## config.mk

```make
export PLATFORM = sky130hd
export DESIGN_NAME = mem_access_stage
export DESIGN_NICKNAME = d
export VERILOG_FILES = /design/src/rtl/mem_access_stage.sv
export SDC_FILE = /design/constraint.sdc
export NUM_CORES = 1
export LEC_CHECK = 0
export CAP_MARGIN = 20
export CORE_MARGIN = 3
export CORE_UTILIZATION = 25
export CTS_CLUSTER_DIAMETER = 120
export DETAILED_ROUTE_END_ITERATION = 6
export HOLD_SLACK_MARGIN = 0.02
export PLACE_DENSITY = 0.81
export SLEW_MARGIN = 20
export SYNTH_ARGS = -nofsm -noshare
export SYNTH_HDL_FRONTEND = slang
export SYNTH_SLANG_ARGS = --single-unit
```

## constraint.sdc

```tcl
create_clock -name clk -period 4.4 [get_ports clk]
set_clock_uncertainty 0.2 [all_clocks]
set_input_delay 0.88 -clock clk [delete_from_list [all_inputs] [get_ports clk]]
set_output_delay 0.88 -clock clk [all_outputs]
set_load 0.005 [all_outputs]
```

## src/rtl/mem_access_stage.sv

```systemverilog
// MEM stage: sized loads/stores over a variable-latency req/ready bus,
// with upstream stall, timeout abort and misalignment drop.
//
// Ports:
//   clk, rst           clock, synchronous active-high reset
//   *_in               EX/MEM register contents (instruction in MEM)
//   dmem_*             data memory request/response
//   stall_out          freezes PC/IF/ID/EX and EX/MEM
//   wen_out ..         MEM/WB inputs (latched every cycle)
//   misalign_out       one-cycle pulse: misaligned access dropped
//   bus_err_out        one-cycle pulse: access aborted on timeout
module mem_access_stage #(
  parameter int DSIZE   = 32,
  parameter int ASIZE   = 5,
  parameter int TIMEOUT = 255
) (
  input  logic             clk,
  input  logic             rst,
  input  logic             valid_in,
  input  logic             mem_read_in,
  input  logic             mem_write_in,
  input  logic [1:0]       size_in,
  input  logic             unsigned_in,
  input  logic             wen_in,
  input  logic             mem_to_reg_in,
  input  logic [DSIZE-1:0] result_in,
  input  logic [DSIZE-1:0] wdata_in,
  input  logic [ASIZE-1:0] waddr_in,
  output logic             dmem_req,
  output logic             dmem_we,
  output logic [DSIZE-1:0] dmem_addr,
  output logic [DSIZE-1:0] dmem_wdata,
  output logic [3:0]       dmem_be,
  input  logic             dmem_ready,
  input  logic [DSIZE-1:0] dmem_rdata,
  output logic             stall_out,
  output logic             wen_out,
  output logic             mem_to_reg_out,
  output logic [DSIZE-1:0] result_out,
  output logic [DSIZE-1:0] rdata_mem_out,
  output logic [ASIZE-1:0] waddr_out,
  output logic             misalign_out,
  output logic             bus_err_out
);

  localparam int CW = (TIMEOUT < 2) ? 1 : $clog2(TIMEOUT + 1);

  typedef enum logic [1:0] {
    IDLE  = 2'd0,
    BUSY  = 2'd1,
    ABORT = 2'd2
  } state_t;

  state_t          state_q;
  state_t          state_d;
  logic [CW-1:0]   cnt_q;
  logic [CW-1:0]   cnt_d;
  logic            misalign_q;
  logic            bus_err_q;

  logic            is_byte;
  logic            is_half;
  logic            mem_op;
  logic            misal;
  logic            done;
  logic [3:0]      be_st;
  logic [DSIZE-1:0] lane_b;
  logic [DSIZE-1:0] lane_h;
  logic [DSIZE-1:0] load_ext;

  assign is_byte = (size_in == 2'b00);
  assign is_half = (size_in == 2'b01);
  assign mem_op  = valid_in & (mem_read_in | mem_write_in);
  assign misal   = (is_half & result_in[0])
                 | (~is_byte & ~is_half & (|result_in[1:0]));

  // Byte lanes / store replication
  always_comb begin
    be_st      = 4'b1111;
    dmem_wdata = wdata_in;
    unique case (1'b1)
      is_byte: begin
        be_st      = 4'b0001 << result_in[1:0];
        dmem_wdata = {4{wdata_in[7:0]}};
      end
      is_half: begin
        be_st      = 4'b0011 << {result_in[1], 1'b0};
        dmem_wdata = {2{wdata_in[15:0]}};
      end
      default: begin
        be_st      = 4'b1111;
        dmem_wdata = wdata_in;
      end
    endcase
  end

  assign dmem_be   = mem_write_in ? be_st : 4'b0000;
  assign dmem_addr = {result_in[DSIZE-1:2], 2'b00};

  // Load lane select and extension
  assign lane_b = dmem_rdata >> {result_in[1:0], 3'b000};
  assign lane_h = dmem_rdata >> {result_in[1], 4'b0000};

  always_comb begin
    load_ext = dmem_rdata;
    unique case (1'b1)
      is_byte:
        load_ext = {{(DSIZE-8){~unsigned_in & lane_b[7]}},
                    lane_b[7:0]};
      is_half:
        load_ext = {{(DSIZE-16){~unsigned_in & lane_h[15]}},
                    lane_h[15:0]};
      default:
        load_ext = dmem_rdata;
    endcase
  end

  assign rdata_mem_out = load_ext;

  // State register
  always_ff @(posedge clk) begin
    if (rst) begin
      state_q    <= IDLE;
      cnt_q      <= '0;
      misalign_q <= 1'b0;
      bus_err_q  <= 1'b0;
    end else begin
      state_q    <= state_d;
      cnt_q      <= cnt_d;
      misalign_q <= (state_q == IDLE) & mem_op & misal;
      bus_err_q  <= (state_q == BUSY) & (state_d == ABORT);
    end
  end

  // Next-state logic
  always_comb begin
    state_d = state_q;
    cnt_d   = cnt_q;
    case (state_q)
      IDLE: begin
        if (mem_op & ~misal & ~dmem_ready) begin
          state_d = BUSY;
          cnt_d   = CW'(1);
        end
      end
      BUSY: begin
        if (dmem_ready)
          state_d = IDLE;
        else if (cnt_q == CW'(TIMEOUT))
          state_d = ABORT;
        else
          cnt_d = cnt_q + CW'(1);
      end
      ABORT:   state_d = IDLE;
      default: state_d = IDLE;
    endcase
  end

  // Output logic; reset overrides everything, even mid-access
  always_comb begin
    dmem_req  = 1'b0;
    stall_out = 1'b0;
    done      = 1'b0;
    wen_out   = 1'b0;
    if (!rst) begin
      case (state_q)
        IDLE: begin
          if (mem_op & ~misal) begin
            dmem_req  = 1'b1;
            done      = dmem_ready;
            stall_out = ~dmem_ready;
          end else if (valid_in & ~mem_op) begin
            wen_out = wen_in;
          end
        end
        BUSY: begin
          dmem_req  = 1'b1;
          done      = dmem_ready;
          stall_out = ~dmem_ready;
        end
        default: begin
          dmem_req = 1'b0;
        end
      endcase
      if (done)
        wen_out = wen_in & ~mem_write_in;
    end
  end

  assign dmem_we        = dmem_req & mem_write_in;
  assign mem_to_reg_out = mem_to_reg_in;
  assign result_out     = result_in;
  assign waddr_out      = waddr_in;
  assign misalign_out   = misalign_q;
  assign bus_err_out    = bus_err_q;

endmodule

```

# --- Yosys cells after proc, flatten, opt, wreduce, memory -nomap -nowiden ---
# Cells that the tools add are included.
op_classes:
  n_addsub: 1
  n_eq_ne: 7
  shift: 4
  muxes: 26
  bitwise_logic: 23
  n_reduce_logical: 5
ops:
  columns: ["op", "count"]
  rows:
  - ["32-bit one-hot mux with 2 select lines", 2]
  - ["32-bit by 5-bit >> shifter with 16-bit output", 1]
  - ["32-bit by 5-bit >> shifter with 8-bit output", 1]
  - ["8-bit two-way mux", 3]
  - ["8-bit one-hot mux with 2 select lines", 1]
  - ["1-bit bitwise AND", 14]
  - ["1-bit two-way mux", 11]
  - ["8-bit by 1-bit adder with 8-bit output (second input constant)", 1]
  - ["8-bit == test (second input constant)", 1]
  - ["4-bit one-hot mux with 2 select lines", 1]
  - ["1-bit inverter", 7]
  - ["2-bit two-way mux", 3]
  - ["1-bit one-hot mux with 2 select lines", 3]
  - ["2-bit by 1-bit == test with 1-bit output (second input constant)", 2]
  - ["2-bit logical NOT", 2]
  - ["4-bit two-way mux", 1]
  - ["2-bit inequality test (second input constant)", 2]
  - ["2-bit one-hot mux with 2 select lines", 1]
  - ["4-bit AND reduction", 1]
  - ["1-bit by 2-bit left shift with 4-bit output (first input constant)", 1]
  - ["2-bit by 2-bit left shift with 4-bit output (first input constant)", 1]
  - ["2-bit == test (second input constant)", 1]
  - ["2-bit by 1-bit inequality test with 1-bit output (second input constant)", 1]
  - ["1-bit OR", 2]
  - ["other kinds (2)", 2]
word_totals:
  register_bits: 12
  inputBits: 112
  output_inout_bits: 144
  word_cells: 70

# --- Depth between registers and ports, before layout ---
# Gate-level depths: netlist (run 1).
logic_depth:
  depth_word: 12
  mapped_depth: 8
  depth_no_buf: 6

# --- Least setup slack after synthesis (run 1) ---
# No wires, ideal clock.
synth_timing:
  path_kind: "input-to-output"
  start: "input result_in[1]"
  end: "output rdata_mem_out[17]"
  arrival_time_ns: 2.127
  t_required_ns: 3.320
  slack_ns: 1.193
  path_stages: 8
  path_buffers: 3
  path_cell_list: "buf_6 -> mux4_2 -> nor2b_2 -> a21oi_1 -> or3_1 -> buf_6 -> buf_6 -> nand2_2"
synth_via:
  elab_chain_len: 3
  word_cells_on_any_way: 5
  classes_between: "2 x shift; 1 x mux; 2 x bitwise"
synth_rtl:
  columns: ["element", "line", "rtl"]
  rows:
  - ["start, declared", "26", "input logic [DSIZE-1:0] result_in,"]
  - ["32-bit by 5-bit >> shifter with 16-bit output / 32-bit by 5-bit >> shifter with 8-bit output (equally long branches)", "102, 101", null]
  - ["1-bit bitwise AND (on tied branches)", "111, 108", null]
  - ["32-bit one-hot mux with 2 select lines *", "106", "unique case (1'b1)"]
  - ["end, declared", "40", "output logic [DSIZE-1:0] rdata_mem_out,"]
# Every way passes the cells marked *; elsewhere a longest branch is shown, timed or not.

# --- Final worst setup path (run 1) ---
layout_timing:
  start: "input result_in[1]"
  end: "output rdata_mem_out[13]"
layout_via:
  elab_chain_len: 3
  word_cells_on_any_way: 4
  classes_between: "2 x shift; 1 x mux; 1 x bitwise"
layout_rtl:
  columns: ["element", "line", "rtl"]
  rows:
  - ["32-bit by 5-bit >> shifter with 8-bit output", "101", "assign lane_b = dmem_rdata >> {result_in[1:0], 3'b000};"]
  - ["1-bit bitwise AND", "108", "load_ext = {{(DSIZE-8){~unsigned_in & lane_b[7]}},"]
  - ["32-bit one-hot mux with 2 select lines *", "106", null]
# Marks and branches as above.

==> impl_metrics.csv, run 1 <==
group,metric,value,unit
run_status,status,"complete, no violations",
placement,hpwl,8090,µm
synth,synth_area,0.00223,mm²
placement,portBuffers,151,
route,dr.pass1.iters,4,
sta,rsz0062_at_grt,"false",
synth,ys.flop_type,"dfxtp_1",
layout,syn2layout_area_growth,52.2,%
critical_path,end_kind,"primary output",
floorplanning,die_height,100,µm
critical_path,worst_path_most_repeated_cell,"clkdlybuf4s50_1",
sta,slew_viol_final,0,
synth,syn_inst,299,
floorplanning,fp.dieW,100,µm
floorplanning,rows,33,
floorplanning,design.die.area,0.0101,mm²
critical_path,ff2ff_setup_slack,2170,ps
grt,grt_first_pass_wirelength,13600,µm
placement,dp_slack,12.5,ps
layout,nFillCells,854,
synth,synth_top_area_share,26.3,%
route,drtIter0Drc,51,
run,maxCapViolCount,0,
critical_path,critPathRequiredTime,3320,ps
grt,grtUsageTotal,17.4,%
critical_path,crit_path_max_incr_delay,600,ps
critical_path,crit_arrival,3170,ps
synth,yosys-top-cells-count,"buf_4 (78), nand2_1 (34), mux2_2 (16), mux2i_1 (16), nor2_1 (15)",
route,dr_total_vias,2426,
power,p_leak,0.00135,µW
sta,timing.fmax,235,MHz
hold_path,min_from,"cnt_q[6]",
synth,synth-edff-count,0,
clock_tree,clock_latency,240,ps
power,clkPwrFrac,21.3,%
sta,finalWorstSetupSlack,147,ps
clock_tree,clk_path_buf_depth,2,
sta,period_needed,4250,ps
hold_path,holdPathStages,2,
route,routed_wl,9320,µm
critical_path,reg2reg_depth,6,
clock_tree,cts_tree,"built",
placement,gp_congestion,0.836,
clock_tree,cts.sinks,12,
power,seqPwrFrac,20.2,%
critical_path,cpMaxStageDelayCell,"clkdlybuf4s50_1",
sta,max_slew.worst_pin.slew,557,ps
synth,synthArstFlopShare,0,%
floorplanning,initial_core_util,26.5,%
critical_path,r2r_start,"cnt_q[0]",
route,ant_nets,0,
sta,fin_crit_sh,96.7,%
synth,synth_seq_area_share,10.8,%
critical_path,critical-path-top-delay-family,"buffers and inverters",
sta,hold_violations,0,
floorplanning,core,0.00842,mm²
floorplanning,io_pins,256,
critical_path,rr_endpoint,"cnt_q[5]",
synth,ys_top_cells_by_area,"buf_4 (26%), dfxtp_1 (11%), mux2_2 (8.1%), mux2i_1 (7.2%), a221o_1 (6.3%)",
synth,synth.largest_area_cell,"buf_4",
synth,yosysWarnings,0,
critical_path,crit_chain,"clkdlybuf4s50_1, buf_12, inv_1, buf_4, nor2_1, a22o_1, a221o_1, clkdlybuf4s50_1",
grt,antenna_found_initial,4,
power,cellPowerDensity,163,mW/mm²
clock_tree,postCtsSetupRepairBufs,0,
grt,overflow,0,
route,viasPerCell,5.02,
clock_tree,clkTransAtPathRegs,50,ps
route,wl_per_cell,19.3,µm
power,switchingPower,158,µW
sta,slew_headroom,62.9,%
clock_tree,numCtsBuffers,3,
critical_path,crit_buf_inv,5,
synth,synth.distinct_cells,45,
clock_tree,cts-root-buf,"clkbuf_8",
sta,setup_viol,0,
grt,grt_max_degree,22,
route,drc_errors,0,
layout,drive_gt1_share,15.0,%
layout,nets,488,
critical_path,critPathLaunchType,"input pin",
synth,avgSynthCellArea,7.46,µm²
sta,fin_tns_setup,0,ps
synth,yosysMostFrequentCell,"buf_4",
hold_path,min_path_type,"flip-flop to flip-flop",
hold_path,holdPathEnd,"cnt_q[6]",
power,p_comb_share,58.5,%
power,internal-power,395,µW
critical_path,crit_fanout,16,
clock_tree,h-tree-depth,1,
synth,ys_ff_latch,12,
power,peakVddDrop,0.0958,mV
grt,grt_pass1_vias,2503,
critical_path,crit_type,"input pin to primary output",
power,swShare,28.6,%
## sequential cells by signal, indices dropped and copies added (netlist names)
register,flops
misalign_out,1
state_q,2
bus_err_out,1
cnt_q,8
## logic make-up (layout without fill, tap and decap cells)
group / count (synthesis) / after routing / synth area share, %
buffers and inverters: 100 / 174 / 31.2
and+or+nand+nor: 91 / 91 / 21.0
AOI/OAI and AO/OA: 61 / 61 / 20.0
muxes: 33 / 33 / 16.3
DFF: 12 / 12 / 10.8
adders and majority gates: 1 / 1 / 0.561
other: 1 / 6 / 0.168
## worst register-to-register path, cell delays in order (launching register included)
cell and delay, ps:
dfxtp_1 340, ha_1 250, and3_4 200, a311oi_2 300
a21oi_2 170, or4_1 540, a21oi_1 160
## power groups by stage
stage	clock [µW]	sequential (µW)	combinational (µW)
floorplan	0	114	168
detailed placement	0	114	326
CTS	121	112	327
global route	124	112	350
global placement	0	114	322
finish	118	112	324
## layer usage
metal  global-route usage, %  vias to the layer above  share of wire, %  wire length, µm
met1                    17.1                     1148                34             3180
met3                    5.77                       18               9.8              913
li1                        -                     1127                 -                -
met4                    7.77                        0               3.0              275
met5                       0                        -                 0                0
met2                    32.7                      133                53             4950
## through the flow
step / util [%] / cell area [µm²] / hold WS, ps / power, µW / cells
after floorplan: - / 2230 / 259 / 281 / 300
after global placement: 39.5 / 3320 / 275 / 436 / 475
after detailed placement: 39.5 / 3320 / 280 / 440 / 475
after CTS: 40.1 / 3380 / 289 / 559 / 479
after global routing: 40.3 / 3390 / 337 / 586 / 483
final: 40.3 / 3390 / 291 / 553 / 483
## repair_timing
| action | CTS | global route |
|---|---|---|
| endpoints found under the setup margin | 0 | 7 |
| resized for setup | 0 | 1 |
| hold buffers | 0 | 0 |
## layout by cell type, fill, tap and decap left out, drive strengths merged, types with 4 or more instances in the layout
master and instances:
mux2i 16, inv 5, nor2 17, a221o 14
clkbuf 4, nand2 44, a22o 7, nand3 4
dfxtp 12, or3 5, o21ai 14, mux2 16
clkdlybuf4s50 150, buf 15, a21oi 10, nor4 4
diode 4
## final cells by class
class	instances	area (µm²)	area share (%)
inverter	5	18.8	0.553
sequential	12	240	7.08
clock buffer	4	55.1	1.62
antenna	4	10.0	0.295
tap	105	131	3.87
multi-input combinational	188	1300	38.4
timing repair buffer	165	1640	48.2
## how the worst max path moves through the flow
stage	to	from	slack, ps	depth (start not counted)
after floorplan	rdata_mem_out[17]	result_in[1]	1190	8
after global placement	rdata_mem_out[2]	result_in[1]	20	6
after detailed placement	rdata_mem_out[2]	result_in[1]	10	6
after CTS	rdata_mem_out[2]	result_in[1]	20	6
after global routing	rdata_mem_out[18]	result_in[1]	20	8
final	rdata_mem_out[13]	result_in[1]	150	8
(Power assumes the default switching activity.)
==> inputs of run 2 (changes only) <==
--- a/config.mk
+++ b/config.mk
@@ -10,8 +10,9 @@
 export CORE_UTILIZATION = 25
 export CTS_CLUSTER_DIAMETER = 120
 export DETAILED_ROUTE_END_ITERATION = 6
-export HOLD_SLACK_MARGIN = 0.02
+export HOLD_SLACK_MARGIN = 0.03
 export PLACE_DENSITY = 0.81
+export SKIP_CTS_REPAIR_TIMING = 1
 export SLEW_MARGIN = 20
 export SYNTH_ARGS = -nofsm -noshare
 export SYNTH_HDL_FRONTEND = slang
==> results of run 2 <==
No change in the layout: final DEF, timing and power equal those of run 1.
==> inputs of run 3 (changes only) <==
--- a/config.mk
+++ b/config.mk
@@ -5,6 +5,7 @@
 export SDC_FILE = /design/constraint.sdc
 export NUM_CORES = 1
 export LEC_CHECK = 0
+export ABC_AREA = 0
 export CAP_MARGIN = 20
 export CORE_MARGIN = 3
 export CORE_UTILIZATION = 25
==> results of run 3 <==
No change in the layout: final DEF, timing and power equal those of run 1.
